--- src/rtl/alu_writeback_if.sv ---
// Write-back bus between the ALU result stage and the register-file write port.
// The slave modport is the write-back stage; master is the upstream/regfile side.
interface alu_writeback_if #(
  parameter int WIDTH = 16,
  parameter int DST_W = 3
);
  logic             in_valid;
  logic             in_ready;
  logic [WIDTH-1:0] in_result;
  logic [3:0]       in_sreg;
  logic [2:0]       in_op;
  logic [DST_W-1:0] in_dst;
  logic             out_valid;
  logic             out_ready;
  logic [WIDTH-1:0] out_data;
  logic [DST_W-1:0] out_dst;

  modport master (
    output in_valid, in_result, in_sreg, in_op, in_dst, out_ready,
    input  in_ready, out_valid, out_data, out_dst
  );

  modport slave (
    input  in_valid, in_result, in_sreg, in_op, in_dst, out_ready,
    output in_ready, out_valid, out_data, out_dst
  );
endinterface

--- src/rtl/alu_writeback.sv ---
// ALU write-back stage: 2-entry result buffer toward the register file, plus the
// architectural status register {V,C,N,Z} and branch-condition evaluation.
module alu_writeback #(
  parameter int WIDTH = 16,
  parameter int DST_W = 3
) (
  input  logic             clk,
  input  logic             rst_n,
  alu_writeback_if.slave   wb,
  input  logic             sreg_wr,
  input  logic [3:0]       sreg_din,
  output logic [3:0]       sreg_q,
  input  logic [2:0]       cond_sel,
  output logic             cond_true
);

  localparam logic [2:0] OP_AND = 3'b000;
  localparam logic [2:0] OP_OR  = 3'b001;
  localparam logic [2:0] OP_ADD = 3'b010;
  localparam logic [2:0] OP_SUB = 3'b110;

  // Logic ops only define Z and N; arithmetic ops define all four flags.
  function automatic logic [3:0] next_flags(input logic [3:0] cur,
                                            input logic [2:0] op,
                                            input logic [3:0] raw);
    case (op)
      OP_AND, OP_OR:  return {cur[3:2], raw[1:0]};
      OP_ADD, OP_SUB: return raw;
      default:        return cur;
    endcase
  endfunction

  function automatic logic cond_eval(input logic [3:0] f, input logic [2:0] sel);
    case (sel)
      3'b000:  return f[0];
      3'b001:  return ~f[0];
      3'b010:  return f[2];
      3'b011:  return ~f[2];
      3'b100:  return f[1];
      3'b101:  return f[3];
      3'b110:  return f[1] ^ f[3];
      default: return 1'b1;
    endcase
  endfunction

  logic [1:0]       count;
  logic [WIDTH-1:0] head_data_p0;
  logic [DST_W-1:0] head_dst_p0;
  logic [WIDTH-1:0] tail_data_p0;
  logic [DST_W-1:0] tail_dst_p0;
  logic [3:0]       sreg;
  logic             can_push;
  logic             has_data;
  logic             push;
  logic             pop;

  assign can_push = (count != 2'd2);
  assign has_data = (count != 2'd0);
  assign push     = wb.in_valid && can_push;
  assign pop      = has_data && wb.out_ready;

  // Head slot drives the outputs directly; it is left untouched when the last
  // entry pops so out_data/out_dst hold their final value while empty.
  always_ff @(posedge clk or negedge rst_n) begin
    if (!rst_n) begin
      count        <= 2'd0;
      head_data_p0 <= '0;
      head_dst_p0  <= '0;
      tail_data_p0 <= '0;
      tail_dst_p0  <= '0;
      sreg         <= 4'b0000;
    end else begin
      case ({push, pop})
        2'b10: begin
          if (count == 2'd0) begin
            head_data_p0 <= wb.in_result;
            head_dst_p0  <= wb.in_dst;
          end else begin
            tail_data_p0 <= wb.in_result;
            tail_dst_p0  <= wb.in_dst;
          end
          count <= count + 2'd1;
        end
        2'b01: begin
          if (count == 2'd2) begin
            head_data_p0 <= tail_data_p0;
            head_dst_p0  <= tail_dst_p0;
          end
          count <= count - 2'd1;
        end
        2'b11: begin
          // Only reachable at count=1: the new entry replaces the departing head.
          head_data_p0 <= wb.in_result;
          head_dst_p0  <= wb.in_dst;
        end
        default: ;
      endcase

      if (sreg_wr) begin
        sreg <= sreg_din;
      end else if (push) begin
        sreg <= next_flags(sreg, wb.in_op, wb.in_sreg);
      end
    end
  end

  assign wb.in_ready  = can_push;
  assign wb.out_valid = has_data;
  assign wb.out_data  = head_data_p0;
  assign wb.out_dst   = head_dst_p0;
  assign sreg_q       = sreg;
  assign cond_true    = cond_eval(sreg, cond_sel);

endmodule

--- src/flat_wrapper.sv ---
// flat-port wrapper written by rule: the top's interface ports become plain ports
module alu_writeback_flat 
#(
  parameter int WIDTH = 16,
  parameter int DST_W = 3
)
  (clk, rst_n, sreg_wr, sreg_din, sreg_q, cond_sel, cond_true, wb_in_valid, wb_in_result, wb_in_sreg, wb_in_op, wb_in_dst, wb_out_ready, wb_in_ready, wb_out_valid, wb_out_data, wb_out_dst);
  alu_writeback_if #(.WIDTH(WIDTH), .DST_W(DST_W)) wb_i ();
  input  logic clk;
  input  logic rst_n;
  input  logic sreg_wr;
  input  logic [3:0] sreg_din;
  output logic [3:0] sreg_q;
  input  logic [2:0] cond_sel;
  output logic cond_true;
  input wire logic [$bits(wb_i.in_valid)-1:0] wb_in_valid;
  input wire logic [$bits(wb_i.in_result)-1:0] wb_in_result;
  input wire logic [$bits(wb_i.in_sreg)-1:0] wb_in_sreg;
  input wire logic [$bits(wb_i.in_op)-1:0] wb_in_op;
  input wire logic [$bits(wb_i.in_dst)-1:0] wb_in_dst;
  input wire logic [$bits(wb_i.out_ready)-1:0] wb_out_ready;
  output wire logic [$bits(wb_i.in_ready)-1:0] wb_in_ready;
  output wire logic [$bits(wb_i.out_valid)-1:0] wb_out_valid;
  output wire logic [$bits(wb_i.out_data)-1:0] wb_out_data;
  output wire logic [$bits(wb_i.out_dst)-1:0] wb_out_dst;
  assign wb_i.in_valid = wb_in_valid;
  assign wb_i.in_result = wb_in_result;
  assign wb_i.in_sreg = wb_in_sreg;
  assign wb_i.in_op = wb_in_op;
  assign wb_i.in_dst = wb_in_dst;
  assign wb_i.out_ready = wb_out_ready;
  assign wb_in_ready = wb_i.in_ready;
  assign wb_out_valid = wb_i.out_valid;
  assign wb_out_data = wb_i.out_data;
  assign wb_out_dst = wb_i.out_dst;
  alu_writeback #(.WIDTH(WIDTH), .DST_W(DST_W)) u_core (.clk(clk), .rst_n(rst_n), .wb(wb_i), .sreg_wr(sreg_wr), .sreg_din(sreg_din), .sreg_q(sreg_q), .cond_sel(cond_sel), .cond_true(cond_true));
endmodule
--- config.mk ---
export PLATFORM = sky130hd
export DESIGN_NAME = alu_writeback_flat
export DESIGN_NICKNAME = d
export VERILOG_FILES = /design/src/rtl/alu_writeback_if.sv /design/src/rtl/alu_writeback.sv /design/src/flat_wrapper.sv
export SDC_FILE = /design/constraint.sdc
export NUM_CORES = 1
export LEC_CHECK = 0
export CAP_MARGIN = 20
export CORE_MARGIN = 2
export CORE_UTILIZATION = 40
export DETAILED_ROUTE_END_ITERATION = 10
export DONT_BUFFER_PORTS = 1
export PLACE_DENSITY = 0.55
export SLEW_MARGIN = 20
export SYNTH_ARGS = -nofsm -noshare
export SYNTH_HDL_FRONTEND = slang
export SYNTH_SLANG_ARGS = --single-unit
--- constraint.sdc ---
create_clock -name clk -period 3.42 [get_ports clk]
set_clock_uncertainty 0.05 [all_clocks]
set_input_delay 0.342 -clock clk [delete_from_list [all_inputs] [get_ports clk]]
set_output_delay 0.342 -clock clk [all_outputs]
set_load 0.01 [all_outputs]
==> summary.md, run 1 <==
| Metric | Value |
|---|---|
| Post-synthesis register bit count | `44` |
| Max-cap viol count | `0` |
| Mean Syn Cell Area | `14.1 um^2` |
| Yosys cell types | `28` |
| Vias in the first global route | `1317` |
| Post-Synth Simple-Gate Area | `3.33%` |
| Antenna diodes | `0` |
| Crit Path Max Fanout | `19` |
| # H-tree levels | `2` |
| Core area | `5110 um^2` |
| First-pass GRT wire length | `6.38 mm` |
| Vias | `1205` |
| Clock slew at the register clock pins of the worst setup and hold paths | `0.08 ns` |
| Gr ovfl total | `0` |
| Compound-gate portion of the synthesized area | `4.52%` |
| Synth async-reset ratio | `100%` |
| Fraction of synthesized area in multiplexers | `34.3%` |
| Unrepaired setup endpoints after global routing | `no` |
| Reg2Reg Depth | `7` |
| Nets | `195` |
| CTS tree | `built` |
| Antenna violations before repair | `0` |
| Io pins | `64` |
| Tot GR Track Use | `13.7%` |
| Clk buf depth | `2` |
| Resized Gates After CTS | `0` |
| Switching Fraction | `32.4%` |
| DP Wirelength | `2.65 mm` |
| Pin count of the biggest net entering global routing | `45` |
| Most used DFF post-synth | `dfrtp_1` |
| GPL Wtd Cong | `0.717` |
| Total Wirelength | `3.75 mm` |
| Logic pwr share | `35.8%` |
| Pre-CTS setup slack | `0.482 ns` |
| Die height | `76.6 um` |
| Sequential share of power | `47.8%` |
| Top-area cell type share of the netlist area | `52.3%` |
| Hold Fails Final Rpt | `0` |
| Clock power frac | `16.4%` |
| Setup CP Type | `register to register` |
| Port-buffer cells | `0` |
| Avg Vias per Cell | `5.38` |
| Final Cell Area | `2310 um^2` |
| Top cells by area, synth | `dfrtp_1, mux2_2, ha_1` |
| Top achievable clock speed | `0.342 GHz` |
| Setup crit end | `u_core.wb.out_data[12]$_DFFE_PN0P_` |
| Layout cells sized above 1 | `48.1%` |
| Post-DRT Antenna Nets | `0` |
| Syn Nets | `190` |
| Post-synthesis sequential area ratio | `52.3%` |
| Least-Margin Pin Slew | `1.04 ns` |
| DR pass1 iterations | `4` |
| Clock sinks | `44` |
| Worst setup path startpoint | `u_core.count[0]$_DFFE_PN0P_` |
| Critical Path End Type | `register` |
| Synth area leader | `dfrtp_1` |
| Final setup violation count | `0` |
| Area growth, synth to finish | `9.57%` |
| CP Data Arrival Time | `3.05 ns` |
| Reg2Reg Setup Slack | `0.50 ns` |
| Fillers | `482` |
| Top cells by count, synth | `mux2_2, dfrtp_1, inv_1` |
| EDFF count, synth | `0` |
| RR Endpoint | `u_core.wb.out_data[12]$_DFFE_PN0P_` |
| Worst IR Drop VDD | `0.339 mV` |
| Static leakage power | `0.000982 uW` |
| Post-Syn Area | `2110 um^2` |
| Fin crit share | `85.5%` |
| DRC | `0` |
| Worst skew pair latency | `0.28 ns` |
| Synth Warn # | `0` |
| Largest family of logic cells by synthesized area | `multiplexers` |
| Placed instance area | `2170 um^2` |
| Num CTS Buffers | `5` |
| Tightest Hold Check Type | `input pin to register` |
| Worst endpoint required time | `3.54 ns` |
| Die X | `76.6 um` |
| Tmin final | `2.92 ns` |
| Syn Inst Count | `149` |
| Starting Density | `41.2%` |
| PwrDens | `901 nW/um^2` |
| Status | `complete, no violations` |
| NetSw | `675 uW` |
| Post-synthesis xor/xnor area fraction | `1.25%` |
| Routed len/inst | `16.7 um` |
| DIE AREA | `5860 um^2` |
| Initial drt markers | `32` |
| Final max-slew violation count | `0` |
| Max_slew headroom | `31.0%` |
| Post-synthesis adder-cell area fraction | `1.78%` |
| Clk root buf | `clkbuf_8` |
| P_int | `1400 uW` |
| Setup tns final | `0 ns` |
| Worst reg2reg startpoint | `u_core.count[0]$_DFFE_PN0P_` |
| Worst Setup Start Kind | `register` |
| Post-route setup slack | `0.495 ns` |
| Count leader, synth | `mux2_2` |
| Core Rows | `26` |
## worst min path at each step
stage | from | end | cells past startpoint
CTS | wb_in_result[7] | u_core.tail_data_p0[7]$_DFFE_PN0P_ | 1
floorplan | rst_n | u_core.count[0]$_DFFE_PN0P_ | 0
finish | wb_in_dst[0] | u_core.tail_dst_p0[0]$_DFFE_PN0P_ | 1
global placement | rst_n | u_core.wb.out_data[0]$_DFFE_PN0P_ | 0
global route | wb_in_result[14] | u_core.tail_data_p0[14]$_DFFE_PN0P_ | 1
detailed placement | rst_n | u_core.tail_data_p0[0]$_DFFE_PN0P_ | 0
## layer usage
metal	GRT usage, %	part of all wire, %
met1	15.6	40
met2	22.9	51
met4	4.91	0.77
met5	0	0
met3	5.92	8.2
## cells in the final DEF (no fill, tap or decap), drive strengths merged
cell type    netlist  final
a41oi              1      1
mux2              62     62
o21bai             1      1
a311o              2      2
or2                1      1
nand2              6      6
nand3              2      2
clkbuf             1      7
or2b               1      1
dlygate4sd3        0      1
or3                1      1
nand2b             1      1
ha                 3      3
mux2i              2      2
o311ai             2      2
o22ai              1      1
a2bb2oi            1      1
buf                4      2
o31ai              1      1
a21oi              1      1
and3b              1      1
xnor2              1      1
inv                7      7
dfrtp             44     44
xor2               2      2
## power by group through the flow
stage	clock network (uW)	registers (uW)	logic, uW
CTS	357	1000	761
detailed placement	0	1010	745
finish	341	994	744
floorplan	0	956	659
global route	391	1030	814
global placement	0	996	712
## layout make-up
class                   instances  area [um^2]  area share, %
repair buffers                  3         45.0           1.95
clock buffers                   7         96.3           4.18
well taps                      70         87.6           3.80
flip-flops and latches         44         1100           47.7
inverters                       7         26.3           1.14
multi-input cells              93          951           41.2
## registers in the layout, summed over array words and instances (netlist names)
signal	count
u_core.tail_dst_p0	3
u_core.count	2
u_core.sreg_q	4
u_core.tail_data_p0	16
u_core.wb.out_data	16
u_core.wb.out_dst	3
## cell families after synthesis
family	after synthesis
flip-flops	44
buffers and inverters	12
multiplexers	64
AO/OA/AOI/OAI	10
adder cells (fa/ha/maj)	3
XOR/XNOR	3
AND/OR/NAND/NOR	13
## timing repair
item,in CTS,in global routing
hold buffers,2,0
endpoints found under the hold margin,44,0
buffers inserted,0,0
## metrics by stage
step	utilization (%)	power (uW)	hold WS (ns)	std cells
4_1_cts	45.2	2120	0.138	224
6_report	45.2	2080	0.152	224
5_1_grt	45.2	2240	0.122	224
2_1_floorplan	-	1610	-0.00359	149
3_3_place_gp	42.6	1710	-0.00246	215
3_5_place_dp	42.6	1750	-0.00272	215
## worst max-delay path: stages, from the launching register on
cell     delay (ns)
dfrtp_1        0.45
or2b_1         0.36
nand2_1        0.15
inv_1          0.05
ha_1           0.21
mux2_4         0.28
o31ai_4        0.82
mux2_2         0.42
(Power assumes the default switching activity.)
==> inputs of run 2 (changes only) <==
--- a/config.mk
+++ b/config.mk
@@ -8,6 +8,7 @@
 export CAP_MARGIN = 20
 export CORE_MARGIN = 2
 export CORE_UTILIZATION = 40
+export CTS_BUF_LIST = sky130_fd_sc_hd__clkbuf_8
 export DETAILED_ROUTE_END_ITERATION = 10
 export DONT_BUFFER_PORTS = 1
 export PLACE_DENSITY = 0.55
==> results of run 2 <==
No change in the layout: final DEF, timing and power equal those of run 1.
==> inputs of run 3 (changes only) <==
--- a/config.mk
+++ b/config.mk
@@ -8,10 +8,9 @@
 export CAP_MARGIN = 20
 export CORE_MARGIN = 2
 export CORE_UTILIZATION = 40
-export CTS_BUF_LIST = sky130_fd_sc_hd__clkbuf_8
 export DETAILED_ROUTE_END_ITERATION = 10
 export DONT_BUFFER_PORTS = 1
-export PLACE_DENSITY = 0.55
+export PLACE_DENSITY = 0.61
 export SLEW_MARGIN = 20
 export SYNTH_ARGS = -nofsm -noshare
 export SYNTH_HDL_FRONTEND = slang
==> run 3 against run 2 <==
Against the previous run:
- register-to-register slack gained 0.06 ns
- cell area is essentially flat
- flip-flop and latch count is the same
- die area is the same
- sequential share of layout area is essentially flat
- power is essentially flat
- hold slack lost 0.014 ns
- final cell count grew 0.45%
- utilization is essentially flat
- largest power group unchanged
==> summary.md, run 3 (synthesized netlist as in run 1, its figures left out) <==
| Metric | Value |
|---|---|
| Num CTS Buffers | `5 (unchanged)` |
| Pin count of the biggest net entering global routing | `45 (unchanged)` |
| Vias in the first global route | `1304 (-0.99%)` |
| PwrDens | `900 nW/um^2 (about the same)` |
| Power, Total | `2080 uW (about the same)` |
| DR pass1 iterations | `4 (unchanged)` |
| Post-DRT Antenna Nets | `0 (unchanged)` |
| Core area | `5110 um^2 (unchanged)` |
| Fillers | `464 (-3.7%)` |
| DRC | `0 (unchanged)` |
| Postcts setup bufs | `0 (unchanged)` |
| Static leakage power | `0.000975 uW (-0.70%)` |
| Final setup violation count | `0 (unchanged)` |
| Starting Density | `41.2% (unchanged)` |
| Area growth, synth to finish | `9.63% (about the same)` |
| Tightest Hold Check Type | `input pin to register` |
| DP Wirelength | `2.76 mm (+4.1%)` |
| Clock sinks | `44 (unchanged)` |
| # H-tree levels | `2 (unchanged)` |
| Resized Gates After CTS | `0 (unchanged)` |
| Vias | `1195 (-0.83%)` |
| CP max-delay cell | `o31ai_4` |
| Worst IR Drop VDD | `0.357 mV (+5.5%)` |
| Clock slew at the register clock pins of the worst setup and hold paths | `0.08 ns (about the same)` |
| First-pass GRT wire length | `6.67 mm (+4.5%)` |
| Worst endpoint required time | `3.55 ns (about the same)` |
| Status | `complete, no violations` |
| Avg Vias per Cell | `5.31 (-1.3%)` |
| Tot GR Track Use | `14.4% (+0.71 points)` |
| Antenna violations before repair | `0 (unchanged)` |
| Setup CP Type | `register to register` |
| Max_slew headroom | `35.4% (+4.4 points)` |
| Antenna diodes | `0 (unchanged)` |
| CP Cell Sequence | `or2b_1 > nand2_1 > inv_1 > ha_1 > mux2_4 > o31ai_4 > mux2_2` |
| Commonest cells after routing, fill and taps aside | `mux2_2, dfrtp_1, inv_1, clkbuf_8, nand2_1` |
| Worst Path Buf+Inv | `1 (unchanged)` |
| Top achievable clock speed | `0.349 GHz (+2.1%)` |
| DIE AREA | `5860 um^2 (unchanged)` |
| CP delay by family, top | `compound AO/OA/AOI/OAI gates` |
| Hold Fails Final Rpt | `0 (unchanged)` |
| Die X | `76.6 um (unchanged)` |
| Fin crit share | `83.8% (-1.8 points)` |
| Io pins | `64 (unchanged)` |
| Util after Layout | `45.2% (about the same)` |
| Critical Path End Type | `register` |
| CTS tree | `built` |
| Layout cells sized above 1 | `48.4% (+0.34 points)` |
| Die height | `76.6 um (unchanged)` |
| Setup tns final | `0 ns (unchanged)` |
| Worst skew pair latency | `0.29 ns (about the same)` |
| Port-buffer cells | `0 (unchanged)` |
| Initial drt markers | `39 (+22%)` |
| Least-Margin Pin Slew | `0.969 ns (-0.0666 ns)` |
| GPL Wtd Cong | `0.815 (+14%)` |
| Fin Hold WS | `0.137 ns (-0.0144 ns)` |
| Crit Path Max Fanout | `19 (unchanged)` |
| Total Wirelength | `3.85 mm (+2.8%)` |
| Max-cap viol count | `0 (unchanged)` |
| Routed len/inst | `17.1 um (+2.3%)` |
| CP peak stage delay | `0.78 ns (-0.04 ns)` |
| Nets | `195 (unchanged)` |
| Worst Setup Start Kind | `register` |
| Final max-slew violation count | `0 (unchanged)` |
| Unrepaired setup endpoints after global routing | `no` |
| Hold-fix buffers, CTS | `2 (unchanged)` |
| Core Rows | `26 (unchanged)` |
| Most common cell after layout, fill and taps aside | `mux2_2` |
| CP Data Arrival Time | `3.00 ns (-0.05 ns)` |
| Tmin final | `2.86 ns (-0.0606 ns)` |
| Clk root buf | `clkbuf_8` |
| Gr ovfl total | `0 (unchanged)` |
| Clk buf depth | `2 (unchanged)` |
[run 3: per-stage QoR]
step / area (um^2) / worst slack [ns] / std cells
2_1_floorplan: 2110 / 0.908 / 149
3_3_place_gp: 2170 / 0.555 / 215
3_5_place_dp: 2170 / 0.492 / 215
4_1_cts: 2310 / 0.497 / 225
5_1_grt: 2310 / 0.326 / 225
6_report: 2310 / 0.556 / 225
[run 3: path summary, 6_finish.rpt]
kind                            depth (start not counted)  slack (ns)                                   to                              start
worst max-delay path                                    7        0.56    u_core.wb.out_data[9]$_DFFE_PN0P_        u_core.count[0]$_DFFE_PN0P_
worst min-delay path                                    2        0.14         u_core.sreg_q[0]$_DFFE_PN0P_                            sreg_wr
worst max register to register                          7        0.56    u_core.wb.out_data[9]$_DFFE_PN0P_        u_core.count[0]$_DFFE_PN0P_
worst min register to register                          1        0.46    u_core.tail_dst_p0[0]$_DFFE_PN0P_  u_core.tail_dst_p0[0]$_DFFE_PN0P_
max in group asynchronous                               2        2.63         u_core.sreg_q[2]$_DFFE_PN0P_                              rst_n
min in group asynchronous                               2        0.48  u_core.tail_data_p0[14]$_DFFE_PN0P_                              rst_n
[run 3: layer usage]
layer	wire length [um]	GRT usage, %	up-vias
li1	-	-	546
met1	1520	17.0	604
met2	1950	23.3	39
met3	334	6.52	6
met4	47	4.91	0
met5	0	0	-
[run 3: power by group]
group | leakage (uW) | internal [uW] | switching (uW) | total, uW
Clock | 0.0000434 | 163 | 176 | 340
Sequential | 0.000519 | 778 | 222 | 1000
Combinational | 0.000413 | 445 | 293 | 738
Total | 0.000975 | 1390 | 691 | 2080
[run 3: final cells by class]
cell class	instances	area (um^2)	area share [%]
clock buffers	6	82.6	3.58
clock inverters	2	15.0	0.650
inverters	7	26.3	1.14
multi-input cells	93	951	41.2
flip-flops and latches	44	1100	47.7
well taps	70	87.6	3.79
repair buffers	3	45.0	1.95
